## src/rtl/lsu_pkg.sv

```systemverilog
// lsu_pkg: shared types and constants for the load/store unit.
//   size_e  : access size (byte / half / word), encoded as on req_size
//   state_e : LSU control FSM states
//   decode_size() folds the reserved size code 2'b11 onto word.
// Optional feature macro used elsewhere in the slice: LSU_ERR_EN.
package lsu_pkg;

  localparam logic [1:0] SIZE_ENC_B = 2'b00;
  localparam logic [1:0] SIZE_ENC_H = 2'b01;
  localparam logic [1:0] SIZE_ENC_W = 2'b10;

  typedef enum logic [1:0] {
    SZ_B = SIZE_ENC_B,
    SZ_H = SIZE_ENC_H,
    SZ_W = SIZE_ENC_W
  } size_e;

  typedef enum logic [2:0] {
    IDLE  = 3'd0,
    LOAD  = 3'd1,
    RMW   = 3'd2,
    WR_LO = 3'd3,
    WR_HI = 3'd4,
    DONE  = 3'd5
  } state_e;

  function automatic size_e decode_size(input logic [1:0] enc);
    case (enc)
      SIZE_ENC_B: decode_size = SZ_B;
      SIZE_ENC_H: decode_size = SZ_H;
      default:    decode_size = SZ_W;
    endcase
  endfunction

endpackage

```

## src/rtl/lsu_if.sv

```systemverilog
// lsu_if: CPU-side request/response bundle of the load/store unit.
//   req_*  : one request, accepted on req_valid && req_ready
//   resp_* : one-cycle completion pulse with load data
//   resp_err is present only when LSU_ERR_EN is defined.
// Modports: master = CPU side, slave = LSU side.
interface lsu_if #(parameter int ADDR_W = 16);
  logic              req_valid;
  logic              req_ready;
  logic              req_we;
  logic [1:0]        req_size;
  logic              req_signed;
  logic [ADDR_W-1:0] req_addr;
  logic [31:0]       req_wdata;
  logic              resp_valid;
  logic [31:0]       resp_rdata;
`ifdef LSU_ERR_EN
  logic              resp_err;
`endif

  modport master (
    output req_valid, req_we, req_size, req_signed, req_addr, req_wdata,
    input  req_ready, resp_valid, resp_rdata
`ifdef LSU_ERR_EN
    , input resp_err
`endif
  );

  modport slave (
    input  req_valid, req_we, req_size, req_signed, req_addr, req_wdata,
    output req_ready, resp_valid, resp_rdata
`ifdef LSU_ERR_EN
    , output resp_err
`endif
  );
endinterface

```

## src/rtl/lsu_load_align.sv

```systemverilog
// lsu_load_align: combinational load result formatter.
//   ram_data : little-endian word read at the request address
//   size     : access size
//   sign_ext : sign-extend byte/half results when set
//   result   : right-aligned, zero- or sign-extended load value
module lsu_load_align
  import lsu_pkg::*;
(
  input  logic [31:0] ram_data,
  input  size_e       size,
  input  logic        sign_ext,
  output logic [31:0] result
);

  logic signed [7:0]  byte_s;
  logic signed [15:0] half_s;
  logic signed [31:0] byte_sx;
  logic signed [31:0] half_sx;

  assign byte_s  = ram_data[7:0];
  assign half_s  = ram_data[15:0];
  assign byte_sx = byte_s;
  assign half_sx = half_s;

  always_comb begin
    result = ram_data;
    case (size)
      SZ_B: result = sign_ext ? byte_sx : {24'd0, ram_data[7:0]};
      SZ_H: result = sign_ext ? half_sx : {16'd0, ram_data[15:0]};
      default: result = ram_data;
    endcase
  end

endmodule

```

## src/rtl/lsu.sv

```systemverilog
// lsu: load/store unit between the CPU and the byte-addressed RAM.
//   clk, rst : clock, asynchronous active-high reset
//   bus      : lsu_if.slave, CPU request/response
//   ram_we, ram_addr, ram_wd : RAM 16-bit write port (low byte -> addr)
//   ram_data : RAM combinational 32-bit little-endian read at ram_addr
// Word stores go out as two halfword writes (addr, addr+2). Byte stores
// read the neighbouring byte first because the RAM always writes two bytes.
// Optional: `define LSU_ERR_EN adds bus.resp_err and rejects misaligned or
// out-of-range accesses without touching the RAM.
module lsu
  import lsu_pkg::*;
#(
  parameter int ADDR_W    = 16,
  parameter int MEM_BYTES = 32768
) (
  input  logic              clk,
  input  logic              rst,
  lsu_if.slave              bus,
  output logic              ram_we,
  output logic [ADDR_W-1:0] ram_addr,
  output logic [15:0]       ram_wd,
  input  logic [31:0]       ram_data
);

  state_e            state_q, state_d;
  logic [ADDR_W-1:0] addr_q, addr_d;
  size_e             size_q, size_d;
  logic              sgn_q, sgn_d;
  logic              we_q, we_d;
  logic [31:0]       wdata_q, wdata_d;
  logic [7:0]        hi_keep_q, hi_keep_d;
  logic [31:0]       rdata_q, rdata_d;
  logic [31:0]       load_result;
  logic              accept;
  logic              req_err;
  size_e             req_size_dec;

  assign accept       = bus.req_valid && (state_q == IDLE);
  assign req_size_dec = decode_size(bus.req_size);

`ifdef LSU_ERR_EN
  logic err_q, err_d;

  function automatic logic access_err(input size_e sz, input logic [ADDR_W-1:0] a);
    logic [31:0] last;
    logic        misal;
    case (sz)
      SZ_B:    begin last = 32'(a);         misal = 1'b0;          end
      SZ_H:    begin last = 32'(a) + 32'd1; misal = a[0];          end
      default: begin last = 32'(a) + 32'd3; misal = (a[1:0] != 2'b00); end
    endcase
    access_err = misal || (last >= 32'(MEM_BYTES));
  endfunction

  assign req_err      = access_err(req_size_dec, bus.req_addr);
  assign bus.resp_err = (state_q == DONE) && err_q;
`else
  assign req_err = 1'b0;
`endif

  lsu_load_align u_align (
    .ram_data (ram_data),
    .size     (size_q),
    .sign_ext (sgn_q),
    .result   (load_result)
  );

  // State and request registers
  always_ff @(posedge clk or posedge rst) begin
    if (rst) begin
      state_q   <= IDLE;
      addr_q    <= '0;
      size_q    <= SZ_B;
      sgn_q     <= 1'b0;
      we_q      <= 1'b0;
      wdata_q   <= '0;
      hi_keep_q <= '0;
      rdata_q   <= '0;
    end else begin
      state_q   <= state_d;
      addr_q    <= addr_d;
      size_q    <= size_d;
      sgn_q     <= sgn_d;
      we_q      <= we_d;
      wdata_q   <= wdata_d;
      hi_keep_q <= hi_keep_d;
      rdata_q   <= rdata_d;
    end
  end

`ifdef LSU_ERR_EN
  always_ff @(posedge clk or posedge rst) begin
    if (rst) err_q <= 1'b0;
    else     err_q <= err_d;
  end
`endif

  // Next-state logic
  always_comb begin
    state_d = state_q;
    case (state_q)
      IDLE: begin
        if (accept) begin
          if (req_err)                 state_d = DONE;
          else if (!bus.req_we)        state_d = LOAD;
          else if (req_size_dec == SZ_B) state_d = RMW;
          else                         state_d = WR_LO;
        end
      end
      LOAD:    state_d = DONE;
      RMW:     state_d = WR_LO;
      WR_LO:   state_d = (size_q == SZ_W) ? WR_HI : DONE;
      WR_HI:   state_d = DONE;
      DONE:    state_d = IDLE;
      default: state_d = IDLE;
    endcase
  end

  // Datapath register updates
  always_comb begin
    addr_d    = addr_q;
    size_d    = size_q;
    sgn_d     = sgn_q;
    we_d      = we_q;
    wdata_d   = wdata_q;
    hi_keep_d = hi_keep_q;
    rdata_d   = rdata_q;
`ifdef LSU_ERR_EN
    err_d     = err_q;
`endif
    if (accept) begin
      addr_d  = bus.req_addr;
      size_d  = req_size_dec;
      sgn_d   = bus.req_signed;
      we_d    = bus.req_we;
      wdata_d = bus.req_wdata;
      // A rejected access completes immediately with zero data.
      if (req_err) rdata_d = '0;
`ifdef LSU_ERR_EN
      err_d   = req_err;
`endif
    end
    if (state_q == LOAD) rdata_d = load_result;
    // Keep the byte above the target so the two-byte write leaves it intact.
    if (state_q == RMW) hi_keep_d = ram_data[15:8];
  end

  // Outputs
  always_comb begin
    bus.req_ready  = (state_q == IDLE);
    bus.resp_valid = (state_q == DONE);
    ram_we   = 1'b0;
    ram_addr = '0;
    ram_wd   = '0;
    case (state_q)
      LOAD, RMW: ram_addr = addr_q;
      WR_LO: begin
        ram_we   = we_q;
        ram_addr = addr_q;
        ram_wd   = (size_q == SZ_B) ? {hi_keep_q, wdata_q[7:0]} : wdata_q[15:0];
      end
      WR_HI: begin
        ram_we   = we_q;
        ram_addr = addr_q + ADDR_W'(2);
        ram_wd   = wdata_q[31:16];
      end
      default: ;
    endcase
  end

  assign bus.resp_rdata = rdata_q;

endmodule

```

## src/flat_wrapper.sv

```systemverilog
// flat-port wrapper written by rule: the top's interface ports become plain ports
module lsu_flat import lsu_pkg::*;
#(
  parameter int ADDR_W    = 16,
  parameter int MEM_BYTES = 32768
)
  (clk, rst, ram_we, ram_addr, ram_wd, ram_data, bus_req_valid, bus_req_we, bus_req_size, bus_req_signed, bus_req_addr, bus_req_wdata, bus_req_ready, bus_resp_valid, bus_resp_rdata);
  lsu_if #(.ADDR_W(ADDR_W)) bus_i ();
  input  logic clk;
  input  logic rst;
  output logic ram_we;
  output logic [ADDR_W-1:0] ram_addr;
  output logic [15:0] ram_wd;
  input  logic [31:0] ram_data;
  input wire logic [$bits(bus_i.req_valid)-1:0] bus_req_valid;
  input wire logic [$bits(bus_i.req_we)-1:0] bus_req_we;
  input wire logic [$bits(bus_i.req_size)-1:0] bus_req_size;
  input wire logic [$bits(bus_i.req_signed)-1:0] bus_req_signed;
  input wire logic [$bits(bus_i.req_addr)-1:0] bus_req_addr;
  input wire logic [$bits(bus_i.req_wdata)-1:0] bus_req_wdata;
  output wire logic [$bits(bus_i.req_ready)-1:0] bus_req_ready;
  output wire logic [$bits(bus_i.resp_valid)-1:0] bus_resp_valid;
  output wire logic [$bits(bus_i.resp_rdata)-1:0] bus_resp_rdata;
  assign bus_i.req_valid = bus_req_valid;
  assign bus_i.req_we = bus_req_we;
  assign bus_i.req_size = bus_req_size;
  assign bus_i.req_signed = bus_req_signed;
  assign bus_i.req_addr = bus_req_addr;
  assign bus_i.req_wdata = bus_req_wdata;
  assign bus_req_ready = bus_i.req_ready;
  assign bus_resp_valid = bus_i.resp_valid;
  assign bus_resp_rdata = bus_i.resp_rdata;
  lsu #(.ADDR_W(ADDR_W), .MEM_BYTES(MEM_BYTES)) u_core (.clk(clk), .rst(rst), .bus(bus_i), .ram_we(ram_we), .ram_addr(ram_addr), .ram_wd(ram_wd), .ram_data(ram_data));
endmodule
```

## config.mk

```make
export PLATFORM = sky130hd
export DESIGN_NAME = lsu_flat
export DESIGN_NICKNAME = d
export VERILOG_FILES = /design/src/rtl/lsu_pkg.sv /design/src/rtl/lsu_if.sv /design/src/rtl/lsu_load_align.sv /design/src/rtl/lsu.sv /design/src/flat_wrapper.sv
export SDC_FILE = /design/constraint.sdc
export NUM_CORES = 1
export LEC_CHECK = 0
export ABC_CLOCK_PERIOD_IN_PS = 3900
export BUFFER_PORTS_ARGS = -buffer_cell sky130_fd_sc_hd__buf_2
export CAP_MARGIN = 25
export CORE_MARGIN = 5
export CORE_UTILIZATION = 40
export CTS_CLUSTER_DIAMETER = 30
export DETAILED_ROUTE_END_ITERATION = 7
export PLACE_DENSITY = 0.76
export SYNTH_ARGS = -nofsm -noshare
export SYNTH_HDL_FRONTEND = slang
export SYNTH_SLANG_ARGS = --single-unit
```

## constraint.sdc

```tcl
create_clock -name clk -period 3.9 [get_ports clk]
set_clock_uncertainty 0.15 [all_clocks]
set_input_delay 0.78 -clock clk [delete_from_list [all_inputs] [get_ports clk]]
set_output_delay 0.78 -clock clk [all_outputs]
set_load 0.01 [all_outputs]
```

# After elaboration in Yosys (flattened, before gate mapping)
# Cells that the tools add are included.
[totals]
regBits = 95
latch_bits = 0
mem_bits_rw = 0
rom_bits = 0
input_bits = 87
output_inout_bits = 67
elab_cells = 39
n_memories = 0
[classes]
addsub = 1
mul = 0
n_div = 0
n_lt_le_gt_ge = 0
n_eq_ne = 9
shift = 0
n_mux = 13
bitwise = 0
reduce_logical = 8
[op_table]
columns = ["op", "n"]
rows = [
  ["two-way mux 32 bit", 2],
  ["case mux 16 bit (2 select lines)", 2],
  ["case mux 32 bit (2 select lines)", 1],
  ["adder 16 x 2 -> 16 bit, second input constant", 1],
  ["two-way mux 16 bit", 1],
  ["case mux 3 bit (4 select lines)", 1],
  ["== test 3 x 2 -> 1 bit, second input constant", 2],
  ["== test 3 bit, second input constant", 2],
  ["zero test 2 bit", 3],
  ["two-way mux 3 bit", 2],
  ["== test 2 x 1 -> 1 bit, second input constant", 2],
  ["case mux 2 bit (2 select lines)", 1],
  ["OR reduction 2 bit", 2],
  ["== test 3 x 1 -> 1 bit, second input constant", 1],
  ["zero test 3 bit", 1],
  ["two-way mux 1 bit", 3],
  ["OR reduction 3 bit", 1],
  ["== test 2 bit, second input constant", 1],
  ["!= test 2 x 1 -> 1 bit, second input constant", 1],
  ["logical AND 1 bit", 1],
]

# Depth between registers and ports, before layout
[depth]
depth_word = 7
depth_mapped = 7
mapped_depth_nobuf = 5

# Cells and area by module
# From an unflattened synthesis, not the netlist that was laid out.
[hier_totals]
cells_unflattened = 393
area_unflattened_um2 = 5004.8
[by_module_without_submodules]
columns = ["module", "n_inst", "cells_each", "area_per_inst_um2", "seq_area_each_um2"]
rows = [
  ["lsu", 1, 327, 4619.4, 2377.3],
  ["lsu_load_align", 1, 66, 385.4, 0.0],
]

# Worst setup path after synthesis
# OpenSTA, ideal clock, no wires.
[synth_path]
path_type = "flip-flop to output port"
from = "reg u_core.state_q[0]"
to = "out ram_addr[3]"
t_arrival_ps = 1552
t_required_ps = 2970
slack_ps = 1418
path_stages_with_launch = 8
n_path_buf = 3
path_cell_list = "dfrtp_1 buf_2 nor2_1 and2_1 buf_2 buf_4 nand2_1 o21ai_0"
[synth_via]
elab_chain_len = 3
word_cells_on_any_way = 6
cone_classes = "4 x eq/ne; 1 x mux; 1 x reduce/logical"
[synth_lines]
columns = ["item", "line_no", "source"]
rows = [
  ["from (decl)", "lsu.sv:25", "state_e state_q, state_d;"],
  ["from (signal assigned)", "lsu.sv:80", "state_q <= state_d;"],
  ["== test 3 x 2 -> 1 bit / == test 3 x 1 -> 1 bit (equally long branches)", "lsu.sv:155", "case (state_q)"],
  ["OR reduction 3 bit (no source line)", "n/a", ""],
  ["case mux 16 bit (2 select lines) *", "lsu.sv:155", ""],
  ["to (decl)", "flat_wrapper.sv:12", "output logic [ADDR_W-1:0] ram_addr;"],
]
# Every way passes the cells marked *; elsewhere a longest branch is shown, timed or not.

# Final worst setup path
[layout_path]
from = "reg u_core.state_q[2]"
to = "out ram_addr[14]"
# The elaborated chain is that of the path after synthesis.

==> flow_summary.json <==
{
  "clk_pin_slew_ns": 0.09,
  "drcViolationCount": 0,
  "finalSetupViolCount": 0,
  "synth_edf_count": 0,
  "slew_headroom": 0.517,
  "ys_ff_latch": 95,
  "cts_made_buffers": 9,
  "grt_max_degree": 36,
  "syn_inst": 395,
  "antenna_found_initial": 0,
  "start_util": 0.408,
  "ant_nets": 0,
  "syn_area_um2": 4420,
  "rows": 38,
  "ir_drop_uv": 363,
  "grt_util_all_layers": 0.165,
  "firstDrtPassIters": 4,
  "fin_crit_sh": 0.867,
  "die_h_um": 115,
  "post-synth-top-count-cell": "dfrtp_1",
  "cp.arrival_ns": 2.45,
  "ios": 154,
  "leakagePower_nw": 2.55,
  "rsz0062_at_grt": "no",
  "fin_crit_ns": 3.38,
  "insertion_delay_ns": 0.36,
  "cap_violations": 0,
  "cts_sinks": 95,
  "cp.required_ns": 2.97,
  "drtIter0Drc": 125,
  "synth.area.top_cells": "dfrtp_1 54%, mux2_2 16%, nand2_1 3.1%",
  "core_um2": 10800,
  "critPathKind": "flop to primary output",
  "wire_per_inst_um": 15.9,
  "routed_wl_um": 10900,
  "vias_per_cell": 5.06,
  "max_freq_mhz": 296,
  "nets": 628,
  "critPathLaunchType": "flop",
  "ys_top_cells_by_count": "95 x dfrtp_1, 64 x mux2_2, 36 x nand2_1, 36 x nor2_1, 25 x o21ai_0",
  "worstMarginPinSlew_ns": 0.724,
  "hp-class": "input port to asynchronous set/reset pin",
  "place_congestion": 0.835,
  "status": "finished, final reports clean",
  "cts_post_setup_buffers_inserted": 0,
  "grt_pass1_vias": 3630,
  "yosysWarnings": 0,
  "yosysTopAreaCell": "dfrtp_1",
  "synth_flop_cell": "dfrtp_1",
  "slew_viol_final": 0,
  "antennaDiodeCount": 0,
  "cts_resized": 0,
  "endpoint_kind": "primary output",
  "cts_root_buf": "clkbuf_8",
  "cts-hold-fix-buffers": 0,
  "io_buffers": 153,
  "crit_fanout": 19,
  "synth_seq_area_share": 0.537,
  "synth_area_per_cell_um2": 11.2,
  "ys_types": 42,
  "ys_async_sr_fraction": 1.00,
  "cts_tree": "done",
  "clockBufferDepth": 2,
  "p_per_area_nw_per_um2": 820,
  "fin_area_um2": 5480,
  "synth_top_area_share": 0.537,
  "die_x_um": 115,
  "power_w": 0.00449,
  "cts_max_level": 3,
  "final_util": 0.505,
  "syn2layout_area_growth_pct": 23.8,
  "vias": 3466,
  "postPlaceCellArea_um2": 5290,
  "hold_viol": 0,
  "layout-drive-gt1-share": 0.461,
  "dp_hpwl_um": 8230,
  "syn_nets": 483,
  "grt_overflow": 0,
  "grt_pass1_wl_um": 17400,
  "tns_ns": 0,
  "dieArea_um2": 13300,
  "fillCellCount": 1046
}
==> kinds of logic (layout without fill, tap and decap cells) <==
group	after synthesis	after routing	synth area share
adders and majority gates	1	1	0.00283
xor gates and xnor gates	8	8	0.0158
DFF	95	95	0.537
buffers and inverters	33	183	0.0382
and+or+nand+nor	111	111	0.124
AOI/OAI and AO/OA	75	75	0.100
muxes	72	72	0.181
==> state kept, by name (all words and copies together) (netlist names) <==
| name | count |
|---|---|
| u_core.addr_q | 16 |
| u_core.bus.resp_rdata | 32 |
| u_core.hi_keep_q | 8 |
| u_core.sgn_q | 1 |
| u_core.size_q | 2 |
| u_core.state_q | 3 |
| u_core.wdata_q | 32 |
| u_core.we_q | 1 |
==> critical path, stage by stage (launching register included) <==
cell     delay [ns]
dfrtp_1        0.74
nand3_1        0.24
or2_0          0.29
or4_4          0.52
a21oi_2        0.15
buf_2          0.15
==> stage by stage <==
step	hold WS, ns	setup WS [ns]	cells
after floorplan	0.324	0.493	395
after global placement	0.335	1.00	668
after detailed placement	0.339	0.921	669
after CTS	0.276	0.512	685
after global routing	0.304	0.338	685
final	0.273	0.520	685
==> cell type report <==
cell class,instances,area [µm²],share of cell area
clock buffer,11,151,0.0276
clock inverter,5,32.5,0.00594
inverter,7,28.8,0.00525
multi-input combinational,267,1880,0.344
sequential,95,2380,0.434
tap,140,175,0.0320
timing repair buffer,160,828,0.151
==> metal layers <==
layer  up-vias  part of all wire  GRT usage
met4         0             0.013     0.0524
met5         -                 0          0
met3        16             0.071     0.0442
met1      1660              0.43      0.203
met2       116              0.49      0.283
li1       1674                 -          -
==> power by group <==
part / switching [W] / total, W / internal [W]
sequential: 0.000375 / 0.00187 / 0.00149
combinational: 0.00106 / 0.00202 / 0.000963
clock: 0.000338 / 0.000603 / 0.000264
==> worst paths after layout <==
kind / from / end / slack [ns] / depth (start not counted)
max reg2reg: u_core.state_q[2]$_DFFE_PP0P_ / u_core.wdata_q[14]$_DFFE_PP0P_ / 1.35 / 4
max: u_core.state_q[2]$_DFFE_PP0P_ / ram_addr[14] / 0.52 / 5
max in group asynchronous: rst / u_core.bus.resp_rdata[12]$_DFFE_PP0P_ / 2.56 / 3
min reg2reg: u_core.bus.resp_rdata[4]$_DFFE_PP0P_ / u_core.bus.resp_rdata[4]$_DFFE_PP0P_ / 0.35 / 1
min: rst / u_core.addr_q[15]$_DFFE_PP0P_ / 0.27 / 2
min in group clk: u_core.bus.resp_rdata[4]$_DFFE_PP0P_ / u_core.bus.resp_rdata[4]$_DFFE_PP0P_ / 0.35 / 1
==> placed cells by master (no fill, tap or decap), types with 2 or more instances in the layout <==
| cell | n |
|---|---|
| dfrtp_1 | 95 |
| nor3_1 | 5 |
| mux2_2 | 64 |
| o31ai_1 | 2 |
| and2_1 | 2 |
| a21oi_1 | 20 |
| clkinvlp_4 | 3 |
| nor4_1 | 3 |
| nor2_1 | 36 |
| nand3b_1 | 4 |
| nand3_1 | 6 |
| buf_4 | 5 |
| xnor2_1 | 8 |
| a31oi_1 | 16 |
| a22o_1 | 8 |
| inv_1 | 6 |
| o21ai_0 | 25 |
| nor3_2 | 2 |
| nand4_1 | 3 |
| clkinv_2 | 2 |
| buf_2 | 154 |
| clkbuf_8 | 11 |
| mux2i_1 | 8 |
| nand2_1 | 36 |
Power figures use the tool's default switching activity.
